**config.mk**
```make
export PLATFORM = sky130hd
export DESIGN_NAME = timer_counter
export DESIGN_NICKNAME = d
export VERILOG_FILES = /design/src/rtl/timer_counter_pkg.sv /design/src/rtl/timer_counter.sv
export SDC_FILE = /design/constraint.sdc
export NUM_CORES = 1
export LEC_CHECK = 0
export CAP_MARGIN = 20
export CORE_AREA = 2 2 86 88
export CTS_CLUSTER_DIAMETER = 150
export DETAILED_ROUTE_END_ITERATION = 6
export DIE_AREA = 0 0 88 90
export PLACE_DENSITY = 0.92
export SLEW_MARGIN = 10
export SYNTH_ARGS = -nofsm -noshare
export SYNTH_HDL_FRONTEND = slang
export SYNTH_SLANG_ARGS = --single-unit
```
**constraint.sdc**
```tcl
create_clock -name clk -period 4.2 [get_ports clk]
set_input_delay 0.42 -clock clk [delete_from_list [all_inputs] [get_ports clk]]
set_output_delay 0.42 -clock clk [all_outputs]
set_load 0.03 [all_outputs]
```
**src/rtl/timer_counter_pkg.sv**
```systemverilog
// Shared constants for the memory-mapped down-counting timer:
// register offsets, CTRL bit layout, mode and FSM state encodings.
package timer_counter_pkg;

  localparam logic [1:0] REG_CTRL   = 2'd0;
  localparam logic [1:0] REG_PRESET = 2'd1;
  localparam logic [1:0] REG_COUNT  = 2'd2;

  localparam int CTRL_EN      = 0;
  localparam int CTRL_MODE_LO = 1;
  localparam int CTRL_MODE_HI = 2;
  localparam int CTRL_IM      = 3;
  localparam int CTRL_W       = 4;

  localparam logic [1:0] MODE_ONESHOT = 2'b00;
  localparam logic [1:0] MODE_RELOAD  = 2'b01;

  localparam logic [1:0] ST_IDLE = 2'd0;
  localparam logic [1:0] ST_LOAD = 2'd1;
  localparam logic [1:0] ST_CNT  = 2'd2;
  localparam logic [1:0] ST_INT  = 2'd3;

  // Only 01 reloads; the reserved encodings 10/11 fall back to one-shot.
  function automatic logic is_reload(input logic [1:0] mode);
    return mode == MODE_RELOAD;
  endfunction

endpackage

```
**src/rtl/timer_counter.sv**
```systemverilog
// 32-bit down-counting timer with one-shot / auto-reload modes and a
// maskable interrupt; programmed through a 4-word register window.
module timer_counter
  import timer_counter_pkg::*;
(
  input  logic        clk,
  input  logic        reset,
  input  logic [3:2]  Addr,
  input  logic        WE,
  input  logic [31:0] Din,
  output logic [31:0] Dout,
  output logic        IRQ
);

  logic [CTRL_W-1:0] ctrl_reg, ctrl_next;
  logic [31:0]       preset_reg, preset_next;
  logic [31:0]       count_reg, count_next;
  logic [1:0]        state_reg, state_next;
  logic              irq_flag_reg, irq_flag_next;

  logic       en;
  logic [1:0] mode;

  assign en   = ctrl_reg[CTRL_EN];
  assign mode = ctrl_reg[CTRL_MODE_HI:CTRL_MODE_LO];

  always_comb begin
    ctrl_next     = ctrl_reg;
    preset_next   = preset_reg;
    count_next    = count_reg;
    state_next    = state_reg;
    irq_flag_next = irq_flag_reg;

    case (state_reg)
      ST_IDLE: begin
        if (en) state_next = ST_LOAD;
      end
      ST_LOAD: begin
        count_next = preset_reg;
        state_next = ST_CNT;
      end
      ST_CNT: begin
        if (!en) begin
          state_next = ST_IDLE;
        end else if (count_reg > 32'd1) begin
          count_next = count_reg - 32'd1;
        end else begin
          count_next    = 32'd0;
          irq_flag_next = 1'b1;
          state_next    = ST_INT;
        end
      end
      default: begin
        if (is_reload(mode)) begin
          irq_flag_next = 1'b0;
          state_next    = ST_LOAD;
        end else begin
          ctrl_next[CTRL_EN] = 1'b0;
          state_next         = ST_IDLE;
        end
      end
    endcase

    // CPU writes are applied last so they override the FSM's own En clear
    // and acknowledge any pending interrupt on the same edge.
    if (WE) begin
      case (Addr)
        REG_CTRL: begin
          ctrl_next     = Din[CTRL_W-1:0];
          irq_flag_next = 1'b0;
        end
        REG_PRESET: preset_next = Din;
        default: ;
      endcase
    end
  end

  always_ff @(posedge clk) begin
    if (reset) begin
      ctrl_reg     <= '0;
      preset_reg   <= '0;
      count_reg    <= '0;
      state_reg    <= ST_IDLE;
      irq_flag_reg <= 1'b0;
    end else begin
      ctrl_reg     <= ctrl_next;
      preset_reg   <= preset_next;
      count_reg    <= count_next;
      state_reg    <= state_next;
      irq_flag_reg <= irq_flag_next;
    end
  end

  always_comb begin
    case (Addr)
      REG_CTRL:   Dout = {{(32-CTRL_W){1'b0}}, ctrl_reg};
      REG_PRESET: Dout = preset_reg;
      REG_COUNT:  Dout = count_reg;
      default:    Dout = 32'd0;
    endcase
  end

  assign IRQ = ctrl_reg[CTRL_IM] & irq_flag_reg;

endmodule

```
---- After elaboration in Yosys (flattened, before gate mapping) ----
Cells that the tools add are included.
storage, ports and cells
  bits of input ports ..................... 37
  bits in latches ......................... 0
  memories ................................ 0
  logic and storage cells ................. 45
  ROM bits ................................ 0
  RAM bits ................................ 0
  register bits after elaboration ......... 71
operators by class
  bitwise logic cells ..................... 1
  add/sub/neg operators ................... 1
  $mul .................................... 0
  divide/modulo/power cells ............... 0
  shift operators ......................... 0
  equality and inequality tests ........... 8
  magnitude comparators ................... 1
  mux-type cells .......................... 19
  reduce and logical (&&, ||, !) cells .... 9
operators by type and width
  cell                                                                              number
  32-bit one-hot mux with 3 select lines                                            1
  32-bit two-way mux                                                                2
  32-bit one-hot mux with 2 select lines                                            1
  32-bit by 1-bit greater-than comparator with 1-bit output, second input constant  1
  32-bit by 1-bit subtractor with 32-bit output, second input constant              1
  1-bit two-way mux                                                                 10
  2-bit AND reduction                                                               4
  2-bit by 1-bit equality test with 1-bit output, second input constant             3
  2-bit two-way mux                                                                 3
  2-bit one-hot mux with 3 select lines                                             1
  2-bit equality test, second input constant                                        2
  2-bit logical NOT                                                                 2
  2-bit inequality test, second input constant                                      2
  3-bit inequality test, second input constant                                      1
  3-bit OR reduction                                                                1
  1-bit one-hot mux with 2 select lines                                             1
  2-bit nonzero test                                                                1
  2-bit OR reduction                                                                1
  1-bit AND                                                                         1

---- Longest topological paths before layout ----
  word-level depth ........................ 6
  depth in mapped cells ................... 9

---- Worst setup path after synthesis ----
No wires, ideal clock.
  path type ............................... input to output
  start point ............................. in Addr[3] (netlist bit)
  end point ............................... out Dout[13]
  path slack .............................. 2.008 ns
  cell stages on the path ................. 5
  buffers on the path ..................... 3
  data required time ...................... 3.780 ns
  arrival time ............................ 1.772 ns
  path through ............................ clkbuf_1 nor2b_1 clkbuf_1 buf_1 a22o_1
between the ends
  longest elaborated chain between the ends .. 2
  elaborated cells on any way between the ends .. 4
  classes of those cells .................. eq/ne (2); mux (1); reduce/logical (1)
RTL lines
  element                                      line                 source
  from (decl)                                  timer_counter.sv:8   input logic [3:2] Addr,
  2-bit equality test (tied with other cells)  timer_counter.sv:95  case (Addr)
  32-bit one-hot mux with 3 select lines *     timer_counter.sv:95
  to (decl)                                    timer_counter.sv:11  output logic [31:0] Dout,
Mark *: on every way between the ends. The rest lies on a longest branch, timed or not.

---- Worst setup path in the final report ----
  start point ............................. in Addr[3] (netlist bit)
  end point ............................... out Dout[30]
The elaborated chain is that of the path after synthesis.

==> impl_metrics.env <==
export IMPL_synth_top_area_share_pct=36.3
export IMPL_r2r_cells=7
export IMPL_diodes=0
export IMPL_drt_wirelength_per_cell_um=16.2
export IMPL_grtUsageMet3_pct=3.58
export IMPL_min_path_cells=2
export IMPL_clk_latency_ns=0.35
export IMPL_path_max_fanout=28
export IMPL_final_util_pct=68.4
export IMPL_vias=4070
export IMPL_post_route_drc_count=0
export IMPL_cts_setup_buffers=0
export IMPL_grt_first_pass_wirelength_um=18200
export IMPL_core_area_sq_mm=0.00702
export IMPL_netlist_area_sq_mm=0.00392
export IMPL_multi_input_area_sq_mm=0.00228
export IMPL_synth_fp_nets=556
export IMPL_synth_top_area_cell="dfxtp_1"
export IMPL_cts_sinks=71
export IMPL_cts_tree="built"
export IMPL_initial_core_util_pct=55.8
export IMPL_rsz0062_at_grt="false"
export IMPL_cts_root_buf="clkbuf_8"
export IMPL_required_ns=3.78
export IMPL_rr_endpoint="count_reg[8]"
export IMPL_detail_route_iter0_violations=361
export IMPL_synthCells=517
export IMPL_viasPerCell=6.08
export IMPL_hold_violations=0
export IMPL_yosysMostFrequentCell="nand2_1"
export IMPL_first_pass_iters=5
export IMPL_fin_worst_skew_ns=0.0142
export IMPL_regArea_sq_mm=0.00142
export IMPL_synth_area_leaders="dfxtp_1 36%, nand2_1 11%, a21oi_1 6.9%"
export IMPL_cts_buffer_depth=2
export IMPL_area_growth_pct=22.6
export IMPL_die_area_sq_mm=0.00792
export IMPL_gr_max_usage_layer="met2"
export IMPL_synth_cell_types=53
export IMPL_grt_util_met2_pct=46.1
export IMPL_grt_pass1_vias=3894
export IMPL_port_buffers=69
export IMPL_ir_drop_mv=0.162
export IMPL_r2r_setup_slack_ns=1.26
export IMPL_worst_slew_pin_slew_ns=1.00
export IMPL_leakage_nw=1.64
export IMPL_die_h_um=90
export IMPL_placementRows=31
export IMPL_use_met1_pct=37.9
export IMPL_maxSlewViolCount=0
export IMPL_synth_main_ff_cell="dfxtp_1"
export IMPL_antenna_found_initial=0
export IMPL_yosysWarnings=0
export IMPL_max_cap_violations=0
export IMPL_tns_ns=0
export IMPL_die_x_um=88
export IMPL_fill_cells=598
export IMPL_arrival_ns=2.53
export IMPL_fmax_mhz=339
export IMPL_layout_min_cycle_time_ns=2.95
export IMPL_critPathKind="in2out"
export IMPL_slew_headroom_pct=33.1
export IMPL_synth_edf_count=0
export IMPL_synth_seq_area_share_pct=36.3
export IMPL_syn_area_per_cell_sq_um=7.57
export IMPL_holdPathEnd="preset_reg[20]"
export IMPL_cts_buffers=9
export IMPL_ys_ff_latch=71
export IMPL_fin_nets=604
export IMPL_timing_rr_start="count_reg[0]"
export IMPL_grt_usage_pct=28.2
export IMPL_drive_gt1_share_pct=7.37
export IMPL_hold_start="preset_reg[20]"
export IMPL_crit_path_start="Addr[3]"
export IMPL_ant_nets=0
export IMPL_cts_resized=0
export IMPL_start_kind="primary input"
export IMPL_min_path_type="reg2reg"
export IMPL_globalplace_congestion=0.877
export IMPL_ios=70
export IMPL_power_density_mw_per_mm2=306
export IMPL_cp_end_kind="primary output"
export IMPL_htreeDepth=3
export IMPL_drt_total_wl_um=10900
export IMPL_setup_violations=0
export IMPL_async_reset_ff_share_pct=0
export IMPL_period_share_pct=70.2
export IMPL_hold_buffers=0
export IMPL_yosys_top_cells_count="112 x nand2_1, 71 x dfxtp_1, 54 x a21oi_1, 34 x o21ai_0, 33 x clkbuf_1"
export IMPL_grt_max_degree=72
export IMPL_status="complete, no violations"
export IMPL_clkSlewWorstSetupHoldPaths_ns=0.08
export IMPL_dp_hpwl_um=7330
export IMPL_overflow=0
where the power goes:
group	switching [W]	internal, W	total (W)	leakage (nW)
clock	0.000288	0.000219	0.000507	0.0785
sequential	0.0000194	0.000689	0.000709	0.575
combinational	0.000149	0.000104	0.000253	0.987
cells in the final DEF, fill, tap and decap left out, types with 2 or more instances in the layout:
master,netlist,final
dfxtp_1,71,71
nand4_1,4,4
or3_1,5,5
and3_1,2,2
inv_1,8,8
a22oi_1,5,5
a211oi_1,17,17
a31oi_1,8,8
and2_1,4,4
mux2i_1,8,8
clkinvlp_4,0,4
clkbuf_8,0,9
nor3_1,14,14
nor4_1,3,3
nor4_4,4,4
ha_1,2,2
nor4b_1,2,2
o31ai_1,4,4
nand3_1,13,13
a21oi_1,54,54
o32ai_1,2,2
a221oi_1,3,3
a22o_1,28,28
o41ai_1,4,4
o21ai_0,34,34
nor4_2,2,2
nor2_2,2,2
nor2b_2,0,2
inv_6,0,2
nand2b_1,2,2
nor2b_1,4,2
or4_1,2,2
xnor2_1,3,3
buf_4,0,10
clkdlybuf4s50_1,0,68
nand2_1,112,112
nor2_1,31,31
o221ai_1,2,2
worst max-delay path: stages:
cell             delay (ns)
clkdlybuf4s50_1        0.68
nor2b_2                0.21
buf_4                  0.32
a22o_1                 0.22
clkdlybuf4s50_1        0.67
worst max-delay path by stage:
stage / to / slack (ns) / cells past startpoint
after floorplan: Dout[13] / 2.01 / 5
after global placement: Dout[31] / 1.32 / 5
after detailed placement: Dout[22] / 1.28 / 5
after CTS: Dout[22] / 1.26 / 5
after global routing: count_reg[31] / 1.05 / 7
final: Dout[30] / 1.25 / 5
through the flow:
stage | instance area (sq um) | setup slack (ns) | total power, W | hold slack, ns | cells
final | 4800 | 1.25 | 0.00147 | 0.478 | 669
after global routing | 4800 | 1.05 | 0.00153 | 0.496 | 669
after CTS | 4800 | 1.26 | 0.00146 | 0.476 | 669
after detailed placement | 4620 | 1.28 | 0.000973 | 0.464 | 653
after global placement | 4620 | 1.32 | 0.000968 | 0.457 | 653
after floorplan | 3920 | 2.01 | 0.000887 | 0.444 | 517
cell type report:
cell class | instances | share of cell area (%)
Multi-Input combinational cell | 396 | 47.6
Sequential cell | 71 | 29.6
Clock buffer | 9 | 2.58
Timing Repair Buffer | 79 | 15.8
Tap cell | 99 | 2.58
Inverter | 8 | 0.625
Clock inverter | 7 | 1.17
metal layers:
metal | part of all wire, % | vias up | routed length (um)
met3 | 6.1 | 24 | 666
met2 | 48 | 181 | 5250
li1 | - | 1965 | -
met5 | 0 | - | 0
met4 | 2.1 | 0 | 227
met1 | 43 | 1900 | 4710
cells by family after synthesis:
logic type,Yosys count,share of synthesized area [%]
and+or+nand+nor,214,26.6
DFF,71,36.3
AOI/OAI and AO/OA,167,27.7
buffers and inverters,50,5.50
muxes,9,2.33
xor gates and xnor gates,4,0.895
adders and majority gates,2,0.639
No activity file was read; power rests on OpenSTA's default activity.
